File: src/rtl/tone_gen.sv
// ---------------------------------------------------------------------------
// tone_gen
//   Square-wave note player fed by the control unit. A one-cycle strobe
//   latches a 6-bit note code ({octave, semitone}) and plays it for C_MUSIC ms.
//   A silent gap of C_GAP ms follows. A new strobe at any time replaces the
//   current note. Semitones 12..15 are rests: full duration, output held low.
//
// Ports
//   clk       in   1                  system clock
//   rstb      in   1                  synchronous reset, active low
//   inNote    in   C_UART_DATA_WIDTH  [3:0]=semitone, [5:4]=octave, rest ignored
//   inValid   in   1                  one-cycle strobe qualifying inNote
//   outAudio  out  1                  square-wave audio (registered)
//   outBusy   out  1                  high while playing or in the gap (registered)
//   outNote   out  6                  code currently / last played (registered)
// ---------------------------------------------------------------------------
module tone_gen #(
    parameter int C_CLK_FRQ         = 32'd100_000_000,
    parameter int C_MUSIC           = 32'd500,
    parameter int C_GAP             = 32'd20,
    parameter int C_UART_DATA_WIDTH = 32'd8
) (
    input  logic                         clk,
    input  logic                         rstb,
    input  logic [C_UART_DATA_WIDTH-1:0] inNote,
    input  logic                         inValid,
    output logic                         outAudio,
    output logic                         outBusy,
    output logic [5:0]                   outNote
);

    // Cycle budgets for the note and the trailing gap.
    localparam longint unsigned CYC_PER_MS = 64'(C_CLK_FRQ) / 64'd1000;
    localparam longint unsigned DUR_CYC    = CYC_PER_MS * 64'(C_MUSIC);
    localparam longint unsigned GAP_CYC    = CYC_PER_MS * 64'(C_GAP);
    localparam longint unsigned CNT_MAX    = (DUR_CYC > GAP_CYC) ? DUR_CYC : GAP_CYC;
    localparam int              DW         = $clog2(CNT_MAX + 64'd1);
    localparam bit              HAS_GAP    = (GAP_CYC != 64'd0);

    // Half-period numerator: frequencies below are in centi-Hz.
    localparam longint unsigned CLK_HALF = 64'(C_CLK_FRQ) * 64'd50;
    localparam longint unsigned H_MAX    = CLK_HALF / 64'd26163;
    localparam int              HW       = $clog2(H_MAX + 64'd1);

    localparam logic [DW-1:0] D_ZERO   = {DW{1'b0}};
    localparam logic [DW-1:0] D_ONE    = {{(DW-1){1'b0}}, 1'b1};
    localparam logic [DW-1:0] DUR_LAST = DW'(DUR_CYC - 64'd1);
    localparam logic [DW-1:0] GAP_LAST = DW'(GAP_CYC - 64'd1);
    localparam logic [HW-1:0] H_ZERO   = {HW{1'b0}};
    localparam logic [HW-1:0] H_ONE    = {{(HW-1){1'b0}}, 1'b1};

    typedef enum logic [1:0] {
        IDLE = 2'd0,
        PLAY = 2'd1,
        GAP  = 2'd2
    } state_t;

    // Octave-0 half period (C4..B4) in clock cycles; rests return zero.
    function automatic logic [HW-1:0] half_period(input logic [3:0] semi);
        logic [HW-1:0] h;
        case (semi)
            4'd0:    h = HW'(CLK_HALF / 64'd26163);
            4'd1:    h = HW'(CLK_HALF / 64'd27718);
            4'd2:    h = HW'(CLK_HALF / 64'd29366);
            4'd3:    h = HW'(CLK_HALF / 64'd31113);
            4'd4:    h = HW'(CLK_HALF / 64'd32963);
            4'd5:    h = HW'(CLK_HALF / 64'd34923);
            4'd6:    h = HW'(CLK_HALF / 64'd36999);
            4'd7:    h = HW'(CLK_HALF / 64'd39200);
            4'd8:    h = HW'(CLK_HALF / 64'd41530);
            4'd9:    h = HW'(CLK_HALF / 64'd44000);
            4'd10:   h = HW'(CLK_HALF / 64'd46616);
            4'd11:   h = HW'(CLK_HALF / 64'd49388);
            default: h = H_ZERO;
        endcase
        return h;
    endfunction

    state_t          state_r,    state_s;
    logic [DW-1:0]   dur_cnt_r,  dur_cnt_s;   // PLAY: note elapsed, GAP: gap elapsed
    logic [HW-1:0]   half_cnt_r, half_cnt_s;
    logic [HW-1:0]   heff_r,     heff_s;      // half period after octave shift
    logic            rest_r,     rest_s;
    logic            audio_r,    audio_s;
    logic            busy_r,     busy_s;
    logic [5:0]      note_r,     note_s;

    // Code bits above the octave field carry no meaning here.
    generate
        if (C_UART_DATA_WIDTH > 6) begin : g_upper
            logic unused_upper_s;
            assign unused_upper_s = ^inNote[C_UART_DATA_WIDTH-1:6];
        end
    endgenerate

    // Next-state and next-output logic; a strobe overrides every state.
    always_comb begin
        state_s    = state_r;
        dur_cnt_s  = dur_cnt_r;
        half_cnt_s = half_cnt_r;
        heff_s     = heff_r;
        rest_s     = rest_r;
        audio_s    = audio_r;
        busy_s     = busy_r;
        note_s     = note_r;

        if (inValid) begin
            state_s    = PLAY;
            dur_cnt_s  = D_ZERO;
            half_cnt_s = H_ZERO;
            heff_s     = half_period(inNote[3:0]) >> inNote[5:4];
            rest_s     = (inNote[3:2] == 2'b11);
            audio_s    = (inNote[3:2] != 2'b11);
            busy_s     = 1'b1;
            note_s     = inNote[5:0];
        end else begin
            case (state_r)
                IDLE: begin
                    audio_s = 1'b0;
                    busy_s  = 1'b0;
                end
                PLAY: begin
                    if (dur_cnt_r == DUR_LAST) begin
                        // Note over: silence regardless of current phase.
                        audio_s    = 1'b0;
                        dur_cnt_s  = D_ZERO;
                        half_cnt_s = H_ZERO;
                        if (HAS_GAP) begin
                            state_s = GAP;
                            busy_s  = 1'b1;
                        end else begin
                            state_s = IDLE;
                            busy_s  = 1'b0;
                        end
                    end else begin
                        dur_cnt_s = dur_cnt_r + D_ONE;
                        if (rest_r) begin
                            audio_s    = 1'b0;
                            half_cnt_s = H_ZERO;
                        end else if (half_cnt_r == heff_r - H_ONE) begin
                            audio_s    = ~audio_r;
                            half_cnt_s = H_ZERO;
                        end else begin
                            half_cnt_s = half_cnt_r + H_ONE;
                        end
                    end
                end
                GAP: begin
                    audio_s = 1'b0;
                    if (dur_cnt_r == GAP_LAST) begin
                        state_s   = IDLE;
                        busy_s    = 1'b0;
                        dur_cnt_s = D_ZERO;
                    end else begin
                        dur_cnt_s = dur_cnt_r + D_ONE;
                    end
                end
                default: begin
                    state_s    = IDLE;
                    dur_cnt_s  = D_ZERO;
                    half_cnt_s = H_ZERO;
                    audio_s    = 1'b0;
                    busy_s     = 1'b0;
                end
            endcase
        end
    end

    // State and output registers with synchronous active-low reset.
    always_ff @(posedge clk) begin
        if (!rstb) begin
            state_r    <= IDLE;
            dur_cnt_r  <= D_ZERO;
            half_cnt_r <= H_ZERO;
            heff_r     <= H_ZERO;
            rest_r     <= 1'b0;
            audio_r    <= 1'b0;
            busy_r     <= 1'b0;
            note_r     <= 6'd0;
        end else begin
            state_r    <= state_s;
            dur_cnt_r  <= dur_cnt_s;
            half_cnt_r <= half_cnt_s;
            heff_r     <= heff_s;
            rest_r     <= rest_s;
            audio_r    <= audio_s;
            busy_r     <= busy_s;
            note_r     <= note_s;
        end
    end

    assign outAudio = audio_r;
    assign outBusy  = busy_r;
    assign outNote  = note_r;

endmodule

File: config.mk
export PLATFORM = sky130hd
export DESIGN_NAME = tone_gen
export DESIGN_NICKNAME = d
export VERILOG_FILES = /design/src/rtl/tone_gen.sv
export SDC_FILE = /design/constraint.sdc
export NUM_CORES = 1
export LEC_CHECK = 0
export ABC_AREA = 1
export CORE_ASPECT_RATIO = 2
export CORE_MARGIN = 2
export CORE_UTILIZATION = 55
export CTS_CLUSTER_DIAMETER = 30
export DETAILED_ROUTE_END_ITERATION = 10
export PLACE_DENSITY = 0.72
export SLEW_MARGIN = 10
export SYNTH_ARGS = -nofsm -noshare
export SYNTH_HDL_FRONTEND = slang
export SYNTH_SLANG_ARGS = --single-unit
File: constraint.sdc
create_clock -name clk -period 2.4 [get_ports clk]
set_input_delay 0.48 -clock clk [delete_from_list [all_inputs] [get_ports clk]]
set_output_delay 0.48 -clock clk [all_outputs]
set_load 0.01 [all_outputs]
==> run summary <==
By startpoint and endpoint, the worst setup path is classified as flip-flop to flip-flop. Setup repair after global routing left no endpoint under its margin. The die extent in x was 72.7 µm; the register area was 1460 µm². The class of the most critical hold timing path was flip-flop to flip-flop. For this run, the number of Yosys warnings is 0.

Combinational logic burns 20.5% of the power. Data arrives at the worst endpoint at 2.40 ns. The number of antenna violations at the first check in global routing came out at 0.

The first global-routing pass estimated 25.0 mm of wire. Relative to the synthesized area, the layout overhead comes to 15.2%. The violation count after the first detailed-route iteration is 325. The kind of capture point of the worst setup path is a flip-flop.

The number of nets in the layout is 884, and the flip-flop and latch count after synthesis is 73. Cells fill 64.6% of the core in the end. The total power divided by cell area was 578 nW/µm². Total of fill cells in the finished design: 871. TritonCTS built the clock tree.

Net switching is 30.2% of the power. The cell area after layout is 5980 µm², and the placer congestion estimate is 0.959. Global routing used 31.1% of the available tracks across all layers. The post-route netlist has 10.6% of its cells at a drive strength greater than 1.

The tightest hold path in the finished design has a slack of 0.482 ns. In the layout the commonest cells are 204 x nand2_1, 110 x inv_1, 94 x nor2_1. At the pin with the least slew margin, the transition time is 0.473 ns.

For the clock network power share, the log shows 42.4%. The smallest clock period supported by the final layout is computed as 2.17 ns. The die is 141 µm tall. In the final layout, the multi-input gates occupy 3200 µm². Dividing the detail-routed wire length by the instance count gives 16.1 µm. Number of gates resized after cts: 0.

The tools report the post-synthesis cell area as 5190 µm². The total count of max-transition violations in the final report is 0, and the post-synthesis sequential area ratio is 28.1%. The H-tree depth was 3; the post-route clock period utilization was 90.6%. Summing over every cut layer, the via total after detailed routing is 5571. The internal power of the cells totals 2.41 mW. The clock net in this run drives a total of 73 sinks. Row generation in the floorplan step produced 50 rows. During placement, the flow inserted port buffers numbering 16.

The die covers 10300 µm². For this configuration, the core starts out at a cell density of 56.1%. The most instantiated flip-flop cell in the synthesis netlist is dfxtp_1. The tools report the final total power as 3.46 mW. Dividing the synthesized area by the synthesized cell count gives 6.34 µm².

The clock-pin slew on the worst setup and hold paths is 0.06 ns, and the worst relative slew slack is 68.2%. Dividing the detail-routed via count by the number of cells gives 5.75. The element type at the critical path start was a flip-flop. Entering global routing, the biggest net connects 24 pins. Synthesis handed over a netlist of 820 instances. The run finished with clean final reports.

In this run the deepest clock path goes through 2 buffers. The critical path data required time is 2.62 ns, and the hold violation total from the final report is 0. In this run, distinct cell masters in the synthesized netlist total 44. After clock tree synthesis, the flow added hold-fix buffers numbering 0. Share of synthesized flip-flops with an asynchronous set or reset: 0%. For this design the static power due to leakage is 2.60 nW. After detailed routing, the number of remaining DRC violations is 0. The number of buffers inserted to repair setup after CTS was 0; the sequential power share was 37.1%.

Yosys mapped a number of flops with a built-in enable equal to 0. The count of antenna diodes in the layout is 0, and the clock tree skew after final layout is 0.00971 ns. IR analysis of the VDD net gives a maximum drop of 0.000477 V. The maximum frequency from static timing analysis is 460 MHz, and the detailed-placement wirelength estimate is 12.2 mm. The final global-route overflow total was 0; the clock insertion delay at the later pin of the skew report was 0.35 ns. The tools report the number of ports placed on the die boundary as 19.

In the post-route analysis, the smallest setup slack over all paths is 0.225 ns. The net count of the mapped netlist was 843. In this run the standard cell core region covers 9260 µm². The logs give 5 for the number of detailed-route iterations in the first pass and 0 for the max-capacitance violation count. The top fanout value on the critical path is 14, and the net switching power is 1.05 mW. The root buffer selected by CTS is clkbuf_16. The logs give 5660 µm² for the standard cell area after detailed placement and 0 for the number of endpoints failing setup at the final stage. The count of nets left with antenna violations once routing finished came out at 0. The most common cell after layout, fill and taps aside was nand2_1. For this block, the routed nets add up to 15.6 mm of wire. The via count of the first global-routing pass was 5485; the post-place setup slack was 0.00478 ns. Buffers inserted during clock tree synthesis total 9.
## flip-flops by register name, indices dropped and copies added (netlist names)
name        flops
rest_r          1
dur_cnt_r      26
outBusy         1
outAudio        1
state_r         2
half_cnt_r     18
heff_r         18
outNote         6
## layer usage
layer / routed length, µm / track usage (%) / vias to the layer above
li1: - / - / 2754
met5: 0 / 0 / -
met3: 471 / 4.19 / 88
met2: 8700 / 60.0 / 166
met4: 1190 / 22.4 / 0
met1: 5200 / 27.8 / 2563
## power groups by stage
stage / combinational [mW] / sequential [mW] / clock, mW
global placement: 0.688 / 1.31 / 0
CTS: 0.704 / 1.28 / 1.47
global route: 0.791 / 1.29 / 1.52
detailed placement: 0.699 / 1.31 / 0
finish: 0.708 / 1.28 / 1.47
floorplan: 0.489 / 1.30 / 0
## metrics by stage
step,std cells,setup TNS [ns]
floorplan,820,0
detailed placement,954,0
global placement,954,-0.0176
CTS,969,0
global route,969,0
finish,969,0
## layout make-up
cell class,instances,area share [%]
well taps,104,2.17
repair buffers,50,7.36
flip-flops and latches,73,24.4
multi-input cells,611,53.5
inverters,116,7.28
clock buffers,9,3.76
clock inverters,6,1.55
## logic make-up (layout without fill, tap and decap cells)
family	after synthesis	after routing	share of synthesized area, %
flip-flops	73	73	28.1
multiplexers	1	1	0.193
AND/OR/NAND/NOR	441	441	39.0
buffers and inverters	136	181	10.3
XOR/XNOR	38	38	6.41
adder cells (fa/ha/maj)	12	12	2.89
AO/OA/AOI/OAI	119	119	13.1
## critical path: stages, from the launching register on
cell,delay [ns]
dfxtp_1,0.40
ha_1,0.22
nand2_1,0.08
nor3_1,0.19
nand2_1,0.09
nor2_2,0.17
nand4_1,0.15
nand2_1,0.19
nand2_4,0.10
nand2_2,0.08
nand2_2,0.07
nand2_4,0.10
buf_12,0.15
nor3b_1,0.06
## cells in the mapped netlist, types with 2 or more instances
cell | instances | area, µm²
nand4_1 | 38 | 238
a22oi_1 | 4 | 30.0
nand3b_1 | 5 | 37.5
o21bai_1 | 4 | 30.0
xnor2_1 | 4 | 35.0
nand3_1 | 43 | 215
dfxtp_1 | 73 | 1460
nand2_4 | 3 | 33.8
nor4_1 | 5 | 31.3
nand2_1 | 204 | 766
o221ai_1 | 4 | 35.0
nand3_2 | 3 | 30.0
a21oi_1 | 45 | 225
a31oi_1 | 2 | 12.5
ha_1 | 12 | 150
o22ai_1 | 14 | 87.6
nor2_4 | 3 | 33.8
clkinv_1 | 2 | 7.51
o21ai_0 | 36 | 180
nor2_1 | 95 | 357
buf_2 | 2 | 10.0
nor3_2 | 4 | 40.0
o211ai_1 | 3 | 22.5
xor2_1 | 34 | 298
a211oi_1 | 2 | 15.0
o2bb2ai_1 | 2 | 17.5
clkbuf_1 | 15 | 56.3
inv_2 | 4 | 15.0
nor2_2 | 16 | 100
or2_2 | 3 | 18.8
nor3_1 | 11 | 55.1
inv_1 | 110 | 413
nand2_2 | 4 | 25.0
## worst paths after layout
check | startpoint | to | slack [ns] | depth (start not counted)
max | dur_cnt_r[0] | dur_cnt_r[18] | 0.23 | 13
min | outNote[2] | outNote[2] | 0.48 | 2
max reg2reg | dur_cnt_r[0] | dur_cnt_r[18] | 0.23 | 13
min reg2reg | outNote[2] | outNote[2] | 0.48 | 2
Power figures use the tool's default switching activity.
